### src/rtl/axis_route_lock_if.sv
// AXI-Stream style handshake bundle used on both sides of axis_route_lock.
//   tvalid/tready : handshake
//   tdata         : payload, DATA_WIDTH bits
//   tlast         : end-of-packet marker
// Modports: m drives a stream, s receives one.
interface axis_if #(
  parameter int DATA_WIDTH = 32
);
  logic                  tvalid;
  logic                  tready;
  logic [DATA_WIDTH-1:0] tdata;
  logic                  tlast;

  modport m (output tvalid, output tdata, output tlast, input  tready);
  modport s (input  tvalid, input  tdata, input  tlast, output tready);
endinterface

### src/rtl/axis_route_lock.sv
// Packet-aware routing front-end for an AXI-Stream channel demux.
// The destination is decoded from the header beat of each packet and locked
// until TLAST. Beats pass through a 2-entry registered skid buffer that also
// carries the route, so ctrl/en stay aligned with every output beat. Packets
// with an out-of-range destination are discarded and counted.
// Ports:
//   clk      : clock, rising edge
//   rst      : synchronous active-high reset
//   in       : upstream stream (slave side)
//   out      : stream to the demux (master side)
//   en       : demux enable, equals out.tvalid
//   ctrl     : demux select for the current out beat
//   drop_cnt : saturating count of dropped packets
module axis_route_lock #(
  parameter int CHANNEL_NUMBER       = 5,
  parameter int CHANNEL_NUMBER_WIDTH = $clog2(CHANNEL_NUMBER),
  parameter int DATA_WIDTH           = 32,
  parameter int ROUTE_LSB            = 0,
  parameter int DROP_CNT_WIDTH       = 16
) (
  input  logic                            clk,
  input  logic                            rst,
  axis_if.s                               in,
  axis_if.m                               out,
  output logic                            en,
  output logic [CHANNEL_NUMBER_WIDTH-1:0] ctrl,
  output logic [DROP_CNT_WIDTH-1:0]       drop_cnt
);

  localparam logic [1:0] HEAD = 2'd0;
  localparam logic [1:0] BODY = 2'd1;
  localparam logic [1:0] DROP = 2'd2;

  // One extra bit so CHANNEL_NUMBER == 2**W is representable.
  localparam logic [CHANNEL_NUMBER_WIDTH:0] CH_LIMIT =
    (CHANNEL_NUMBER_WIDTH+1)'(CHANNEL_NUMBER);

  typedef logic [CHANNEL_NUMBER_WIDTH-1:0] route_t;

  // Skid buffer storage
  logic [DATA_WIDTH-1:0] mem_data  [2];
  logic                  mem_last  [2];
  route_t                mem_route [2];
  logic                  rd_ptr;
  logic                  wr_ptr;
  logic [1:0]            count;
  logic [1:0]            count_next;
  logic                  ready_q;

  // Packet tracking
  logic [1:0] state;
  logic [1:0] state_next;
  route_t     route_q;
  route_t     push_route;
  route_t     field;
  route_t     ctrl_hold;
  logic       dest_ok;
  logic       accept;
  logic       push;
  logic       pop;
  logic       drop;

  // Forced low while rst is high so nothing is accepted in the reset cycle;
  // otherwise purely registered from the previous cycle's occupancy.
  assign in.tready = ready_q & ~rst;

  assign accept = in.tvalid & in.tready;
  assign pop    = out.tvalid & out.tready;

  assign field   = in.tdata[ROUTE_LSB +: CHANNEL_NUMBER_WIDTH];
  assign dest_ok = ({1'b0, field} < CH_LIMIT);

  always_comb begin
    push       = 1'b0;
    drop       = 1'b0;
    state_next = state;
    push_route = route_q;
    if (accept) begin
      case (state)
        HEAD: begin
          if (dest_ok) begin
            push       = 1'b1;
            push_route = field;
            if (!in.tlast) state_next = BODY;
          end else begin
            drop = 1'b1;
            if (!in.tlast) state_next = DROP;
          end
        end
        BODY: begin
          push = 1'b1;
          if (in.tlast) state_next = HEAD;
        end
        DROP: begin
          if (in.tlast) state_next = HEAD;
        end
        default: state_next = HEAD;
      endcase
    end
  end

  assign count_next = count + {1'b0, push} - {1'b0, pop};

  // Output side reads straight from the head register.
  assign out.tvalid = (count != 2'd0);
  assign out.tdata  = mem_data[rd_ptr];
  assign out.tlast  = mem_last[rd_ptr];
  assign en         = out.tvalid;
  // With an empty buffer the select keeps its last driven value.
  assign ctrl       = out.tvalid ? mem_route[rd_ptr] : ctrl_hold;

  always_ff @(posedge clk) begin
    if (rst) begin
      count     <= '0;
      rd_ptr    <= 1'b0;
      wr_ptr    <= 1'b0;
      ready_q   <= 1'b1;
      state     <= HEAD;
      route_q   <= '0;
      ctrl_hold <= '0;
      drop_cnt  <= '0;
    end else begin
      count     <= count_next;
      ready_q   <= (count_next != 2'd2);
      state     <= state_next;
      ctrl_hold <= ctrl;
      if (push) begin
        wr_ptr  <= ~wr_ptr;
        route_q <= push_route;
      end
      if (pop) rd_ptr <= ~rd_ptr;
      if (drop && (drop_cnt != '1)) drop_cnt <= drop_cnt + 1'b1;
    end
  end

  // Payload storage needs no reset; validity is tracked by count.
  always_ff @(posedge clk) begin
    if (push) begin
      mem_data[wr_ptr]  <= in.tdata;
      mem_last[wr_ptr]  <= in.tlast;
      mem_route[wr_ptr] <= push_route;
    end
  end

endmodule

### src/flat_wrapper.sv
// flat-port wrapper written by rule: the top's interface ports become plain ports
module axis_route_lock_flat 
#(
  parameter int CHANNEL_NUMBER       = 5,
  parameter int CHANNEL_NUMBER_WIDTH = $clog2(CHANNEL_NUMBER),
  parameter int DATA_WIDTH           = 32,
  parameter int ROUTE_LSB            = 0,
  parameter int DROP_CNT_WIDTH       = 16
)
  (clk, rst, en, ctrl, drop_cnt, in_tvalid, in_tdata, in_tlast, in_tready, out_tvalid, out_tdata, out_tlast, out_tready);
  axis_if #(.DATA_WIDTH(DATA_WIDTH)) in_i ();
  axis_if #(.DATA_WIDTH(DATA_WIDTH)) out_i ();
  input  logic clk;
  input  logic rst;
  output logic en;
  output logic [CHANNEL_NUMBER_WIDTH-1:0] ctrl;
  output logic [DROP_CNT_WIDTH-1:0] drop_cnt;
  input wire logic [$bits(in_i.tvalid)-1:0] in_tvalid;
  input wire logic [$bits(in_i.tdata)-1:0] in_tdata;
  input wire logic [$bits(in_i.tlast)-1:0] in_tlast;
  output wire logic [$bits(in_i.tready)-1:0] in_tready;
  output wire logic [$bits(out_i.tvalid)-1:0] out_tvalid;
  output wire logic [$bits(out_i.tdata)-1:0] out_tdata;
  output wire logic [$bits(out_i.tlast)-1:0] out_tlast;
  input wire logic [$bits(out_i.tready)-1:0] out_tready;
  assign in_i.tvalid = in_tvalid;
  assign in_i.tdata = in_tdata;
  assign in_i.tlast = in_tlast;
  assign in_tready = in_i.tready;
  assign out_tvalid = out_i.tvalid;
  assign out_tdata = out_i.tdata;
  assign out_tlast = out_i.tlast;
  assign out_i.tready = out_tready;
  axis_route_lock #(.CHANNEL_NUMBER(CHANNEL_NUMBER), .CHANNEL_NUMBER_WIDTH(CHANNEL_NUMBER_WIDTH), .DATA_WIDTH(DATA_WIDTH), .ROUTE_LSB(ROUTE_LSB), .DROP_CNT_WIDTH(DROP_CNT_WIDTH)) u_core (.clk(clk), .rst(rst), .in(in_i), .out(out_i), .en(en), .ctrl(ctrl), .drop_cnt(drop_cnt));
endmodule
### config.mk
export PLATFORM = sky130hd
export DESIGN_NAME = axis_route_lock_flat
export DESIGN_NICKNAME = d
export VERILOG_FILES = /design/src/rtl/axis_route_lock_if.sv /design/src/rtl/axis_route_lock.sv /design/src/flat_wrapper.sv
export SDC_FILE = /design/constraint.sdc
export NUM_CORES = 1
export LEC_CHECK = 0
export BUFFER_PORTS_ARGS = -buffer_cell sky130_fd_sc_hd__buf_2
export CAP_MARGIN = 30
export CORE_UTILIZATION = 45
export DETAILED_ROUTE_END_ITERATION = 10
export PLACE_DENSITY = 0.76
export SLEW_MARGIN = 20
export SYNTH_ARGS = -nofsm -noshare
export SYNTH_HDL_FRONTEND = slang
export SYNTH_SLANG_ARGS = --single-unit
### constraint.sdc
create_clock -name clk -period 9.4 [get_ports clk]
set_clock_uncertainty 0.15 [all_clocks]
set_input_delay 1.88 -clock clk [delete_from_list [all_inputs] [get_ports clk]]
set_output_delay 1.88 -clock clk [all_outputs]
set_load 0.01 [all_outputs]
== Yosys cells after proc, flatten, opt, wreduce, memory -nomap -nowiden ==
Memories as Yosys holds them, arrays and structs flattened. A register that Yosys moved wholly into a read port is not among the register bits.
Cells that the tools add are included.

* $add $sub $neg: 3
* Magnitude comparators: 1
* Equality and inequality tests: 6
* Muxes and demuxes: 23
* Bitwise gates (word level): 6
* Reduce and logical (&&, ||, !) cells: 5

{| class="wikitable"
|+ Operator list
! operator !! number
|-
| $add 16x1->16 const B || 1
|-
| $ne 16x16->1 const B || 1
|-
| $mux 1 || 13
|-
| $mux 3 || 4
|-
| $mux 2 || 4
|-
| $ne 2x2->1 const B || 2
|-
| $pmux 2 s2 || 1
|-
| $and 1x1->1 || 3
|-
| $lt 3x3->1 const B || 1
|-
| $not 1->1 || 3
|-
| $reduce_and 3->1 || 1
|-
| $add 2x1->2 || 1
|-
| $eq 2x1->1 const B || 1
|-
| $eq 2x2->1 const B || 1
|-
| $logic_not 2->1 || 1
|-
| $ne 2x1->1 const B || 1
|-
| $pmux 1 s2 || 1
|-
| $reduce_bool 2->1 || 1
|-
| $reduce_or 2->1 || 1
|-
| $sub 2x1->2 || 1
|-
| $logic_and 1x1->1 || 1
|}

* Register bits: 29
* RAM bits: 72
* Output and inout bits: 55
* Logic and storage cells: 55
* Memories kept: 3

{| class="wikitable"
|+ Memory list
! name !! depth !! width !! read ports !! clocked after Yosys merged registers in !! wr ports !! line !! RTL
|-
| u_core.mem_data || 2 || 32 || 1 || 1 || 1 || axis_route_lock.sv:41 || <nowiki>logic [DATA_WIDTH-1:0] mem_data [2];</nowiki>
|-
| u_core.mem_route || 2 || 3 || 1 || 1 || 1 || axis_route_lock.sv:43 || <nowiki>route_t mem_route [2];</nowiki>
|-
| u_core.mem_last || 2 || 1 || 1 || 1 || 1 || axis_route_lock.sv:42 || <nowiki>logic mem_last [2];</nowiki>
|}

== Longest topological paths before layout ==
* Depth in word-level cells: 7
* Mapped depth: 9
* Gate-level depth less buffers: 9

== Least setup slack after synthesis ==
OpenSTA, ideal clock, no wires.

* Path kind: input port to flip-flop
* Start point: in rst
* End point: mem u_core.mem_data[0][0] (enable)
* Setup time: 0.476 ns
* Data arrival time: 4.802 ns
* Required time: 8.774 ns
* Setup slack: 3.971 ns
* Stages on the path: 3
* Cells stage by stage: nor2b_1 -> nand2_1 -> nor3_1

* Longest elaborated chain between the ends: 6

{| class="wikitable"
|+ RTL lines
! what !! line !! RTL
|-
| start, declared || flat_wrapper.sv:14 || <nowiki>input logic rst;</nowiki>
|-
| $not 1->1 || axis_route_lock.sv:65 || <nowiki>assign in.tready = ready_q & ~rst;</nowiki>
|-
| $and 1x1->1 || axis_route_lock.sv:65 ||
|-
| $and 1x1->1 || axis_route_lock.sv:67 || <nowiki>assign accept = in.tvalid & in.tready;</nowiki>
|-
| $mux 1 || axis_route_lock.sv:78 || <nowiki>if (accept) begin</nowiki>
|-
| $mux 1 || axis_route_lock.sv:138 || <nowiki>if (push) begin</nowiki>
|-
| $mux 1 (implied by the code) || axis_route_lock.sv:139 || <nowiki>mem_data[wr_ptr] <= in.tdata;</nowiki>
|-
| end, declared || axis_route_lock.sv:41 ||
|}

Every way passes these cells.

== Worst setup path in the final report ==
* Start point: in rst
* End point: out in_tready

* Longest elaborated chain between the ends: 2

{| class="wikitable"
|+ RTL lines
! what !! line !! RTL
|-
| $not 1->1 || axis_route_lock.sv:65 ||
|-
| $and 1x1->1 || axis_route_lock.sv:65 ||
|-
| end, declared || flat_wrapper.sv:21 || <nowiki>output wire logic [$bits(in_i.tready)-1:0] in_tready;</nowiki>
|}

Every way passes these cells.

==> impl_metrics.tcl <==
set metrics [dict create \
    clock_latency_ns 0.36 \
    path_max_fanout 25 \
    cts_max_level 3 \
    critical_path_arrival_ns 2.51 \
    grt_remaining_overflow 0 \
    multi_input_area_um2 1230 \
    p_per_area_nw_per_um2 211 \
    r2r_cells 9 \
    worstSetupStartpoint "rst" \
    dp_hpwl_um 4980 \
    start_util_pct 46.8 \
    pre_cts_slack_ns 4.84 \
    chipWidth_um 97.4 \
    cts_resized 0 \
    area_growth_pct 17.3 \
    antenna_left 0 \
    synth_warnings 0 \
    holdWs_ns 0.316 \
    tightestPinTransition_ns 0.896 \
    portBuffers 91 \
    place_congestion 0.840 \
    seqCellArea_um2 2760 \
    synth_seq_cells 102 \
    status "finished clean" \
    clk_path_buf_depth 2 \
    timing.rr.start "u_core.count[1]" \
    leakagePower_nw 1.79 \
    antenna_found_initial 1 \
    layout_commonest_cell "buf_2" \
    dr.pass1.iters 4 \
    synth.yosys.seq_area_share_pct 67.4 \
    core_um2 8760 \
    num_rows 34 \
    final-max-slew-violation-count 0 \
    grt_usage_pct 16.9 \
    post_cts_buffers 0 \
    wire_per_inst_um 15.8 \
    die-area_um2 9490 \
    fmaxAchievable_mhz 220 \
    synth.distinct_cells 39 \
    final-setup-viol-count 0 \
    grt_pass1_vias 2640 \
    cts_tree "done" \
    drive_gt1_share_pct 38.4 \
    cp-start-kind "primary input" \
    wirelength_um 7690 \
    grt_max_degree 38 \
    cts-root-buf "clkbuf_8" \
    hold_depth 2 \
    syn_inst 285 \
    clkSinkCount 102 \
    hp-class "flip-flop to flip-flop" \
    cap_violations 0 \
    min_period_ns 4.54 \
    vdd_drop_max_mv 0.0869 \
    diodes 0 \
    clkSlewWorstSetupHoldPaths_ns 0.09 \
    nFillCells 730 \
    relSlewSlack_pct 40.2 \
    cp.required_ns 7.37 \
    holdPathEnd "u_core.state[1]" \
    rsz0062_at_grt "false" \
    syn_area_um2 4100 \
    fin_crit_sh_pct 48.3 \
    end_kind "output pin" \
    worstHoldStart "u_core.state[1]" \
    route.vias.total 2650 \
    ios 92 \
    worstSetupPathType "primary input to output pin" \
    die_height_um 97.4 \
    reg2reg_to "u_core.ready_q" \
    syn_avg_cell_area_um2 14.4 \
    grt_pass1_wl_um 12600 \
    final_cell_mix "91 x buf_2, 72 x edfxtp_1, 33 x mux2_2, 29 x dfxtp_1, 14 x a21oi_1" \
    finalSetupTns_ns 0 \
    r2r_slack_ns 7.12 \
    drt_iter0_markers 88 \
    final_nets 417 \
    avgViaCountPerCell 5.43 \
    hold_viol 0 \
    cts_made_buffers 9 \
    syn_nets 327 \
    fin_ws_ns 4.86 \
    ctsHoldBuffers 0 \
    drc_errors 0 \
]
flip-flops by register name, indices dropped and copies added, names as in the netlist, named ones only:
register / cells
u_core.route_q: 3
u_core.state: 2
u_core.mem_last: 2
u_core.ctrl_hold: 3
u_core.ready_q: 1
u_core.count: 2
u_core.rd_ptr: 1
u_core.mem_data: 64
u_core.mem_route: 6
u_core.drop_cnt: 16
u_core.wr_ptr: 1
power by group:
part           internal, mW  total (mW)  switching (mW)
Sequential            0.516       0.549          0.0334
Combinational         0.111       0.218           0.107
Clock                0.0977       0.249           0.151
layout make-up:
| cell class | instances | share of cell area (%) |
|---|---|---|
| clock inverter | 6 | 0.989 |
| tap | 108 | 2.81 |
| inverter | 8 | 0.625 |
| sequential | 102 | 57.5 |
| timing repair buffer | 93 | 9.79 |
| multi-input combinational | 161 | 25.6 |
| clock buffer | 10 | 2.66 |
cell usage after synthesis, drive strengths merged:
cell type	count	area share (%)
mux2	37	10
o41ai	1	0.21
and3	2	0.31
o211a	1	0.24
o21a	2	0.37
o31ai	8	1.5
clkbuf	7	0.64
inv	8	0.73
a21oi	14	1.7
nand2	9	0.82
buf	7	1.3
xnor2	1	0.21
dfxtp	30	15
nand4	7	1.1
nor3	3	0.37
a31oi	2	0.31
o21ai	6	0.73
or4	8	1.5
and4	6	1.4
o311ai	1	0.21
and2	11	1.7
or3	1	0.15
ha	5	1.5
nor4b	1	0.21
a41oi	2	0.43
nand3	9	1.1
and3b	1	0.21
nor2	9	0.82
nor2b	5	0.76
mux2i	5	1.2
a31o	1	0.21
edfxtp	72	53
xor2	1	0.21
nor4	1	0.15
nand2b	1	0.15
worst max-delay path, cell delays in order:
cell	delay [ns]
buf_2	0.35
nor2b_1	0.12
buf_2	0.16
worst max-delay path by stage:
stage / end / slack (ns) / cells past startpoint
3_5_place_dp: in_tready / 4.84 / 3
6_report: in_tready / 4.86 / 3
4_1_cts: in_tready / 4.84 / 3
2_1_floorplan: u_core.mem_data[0][0] / 3.97 / 3
3_3_place_gp: in_tready / 4.86 / 3
5_1_grt: in_tready / 4.79 / 3
stage by stage:
step	power [mW]	cell area, um2	utilization, %	cells
2_1_floorplan	0.701	4100	-	285
3_3_place_gp	0.775	4630	52.8	472
3_5_place_dp	0.782	4630	52.8	472
4_1_cts	1.03	4810	54.8	488
5_1_grt	1.07	4810	54.8	488
6_report	1.02	4810	54.8	488
logic make-up (layout without fill, tap and decap cells):
logic type,after synthesis,count (layout),synth area share [%]
flops,102,102,67.4
simple gates,74,74,10.7
mux,42,42,11.4
compound gates,38,38,5.89
buf+inv,22,117,2.66
fa+ha+maj,5,5,1.53
xor+xnor,2,2,0.428
layer usage:
layer | wire length [um] | global-route usage [%]
met5 | 0 | 0
met4 | 112 | 7.47
met3 | 451 | 3.96
met2 | 3680 | 26.7
met1 | 3450 | 22.4
(Power assumes the default switching activity.)
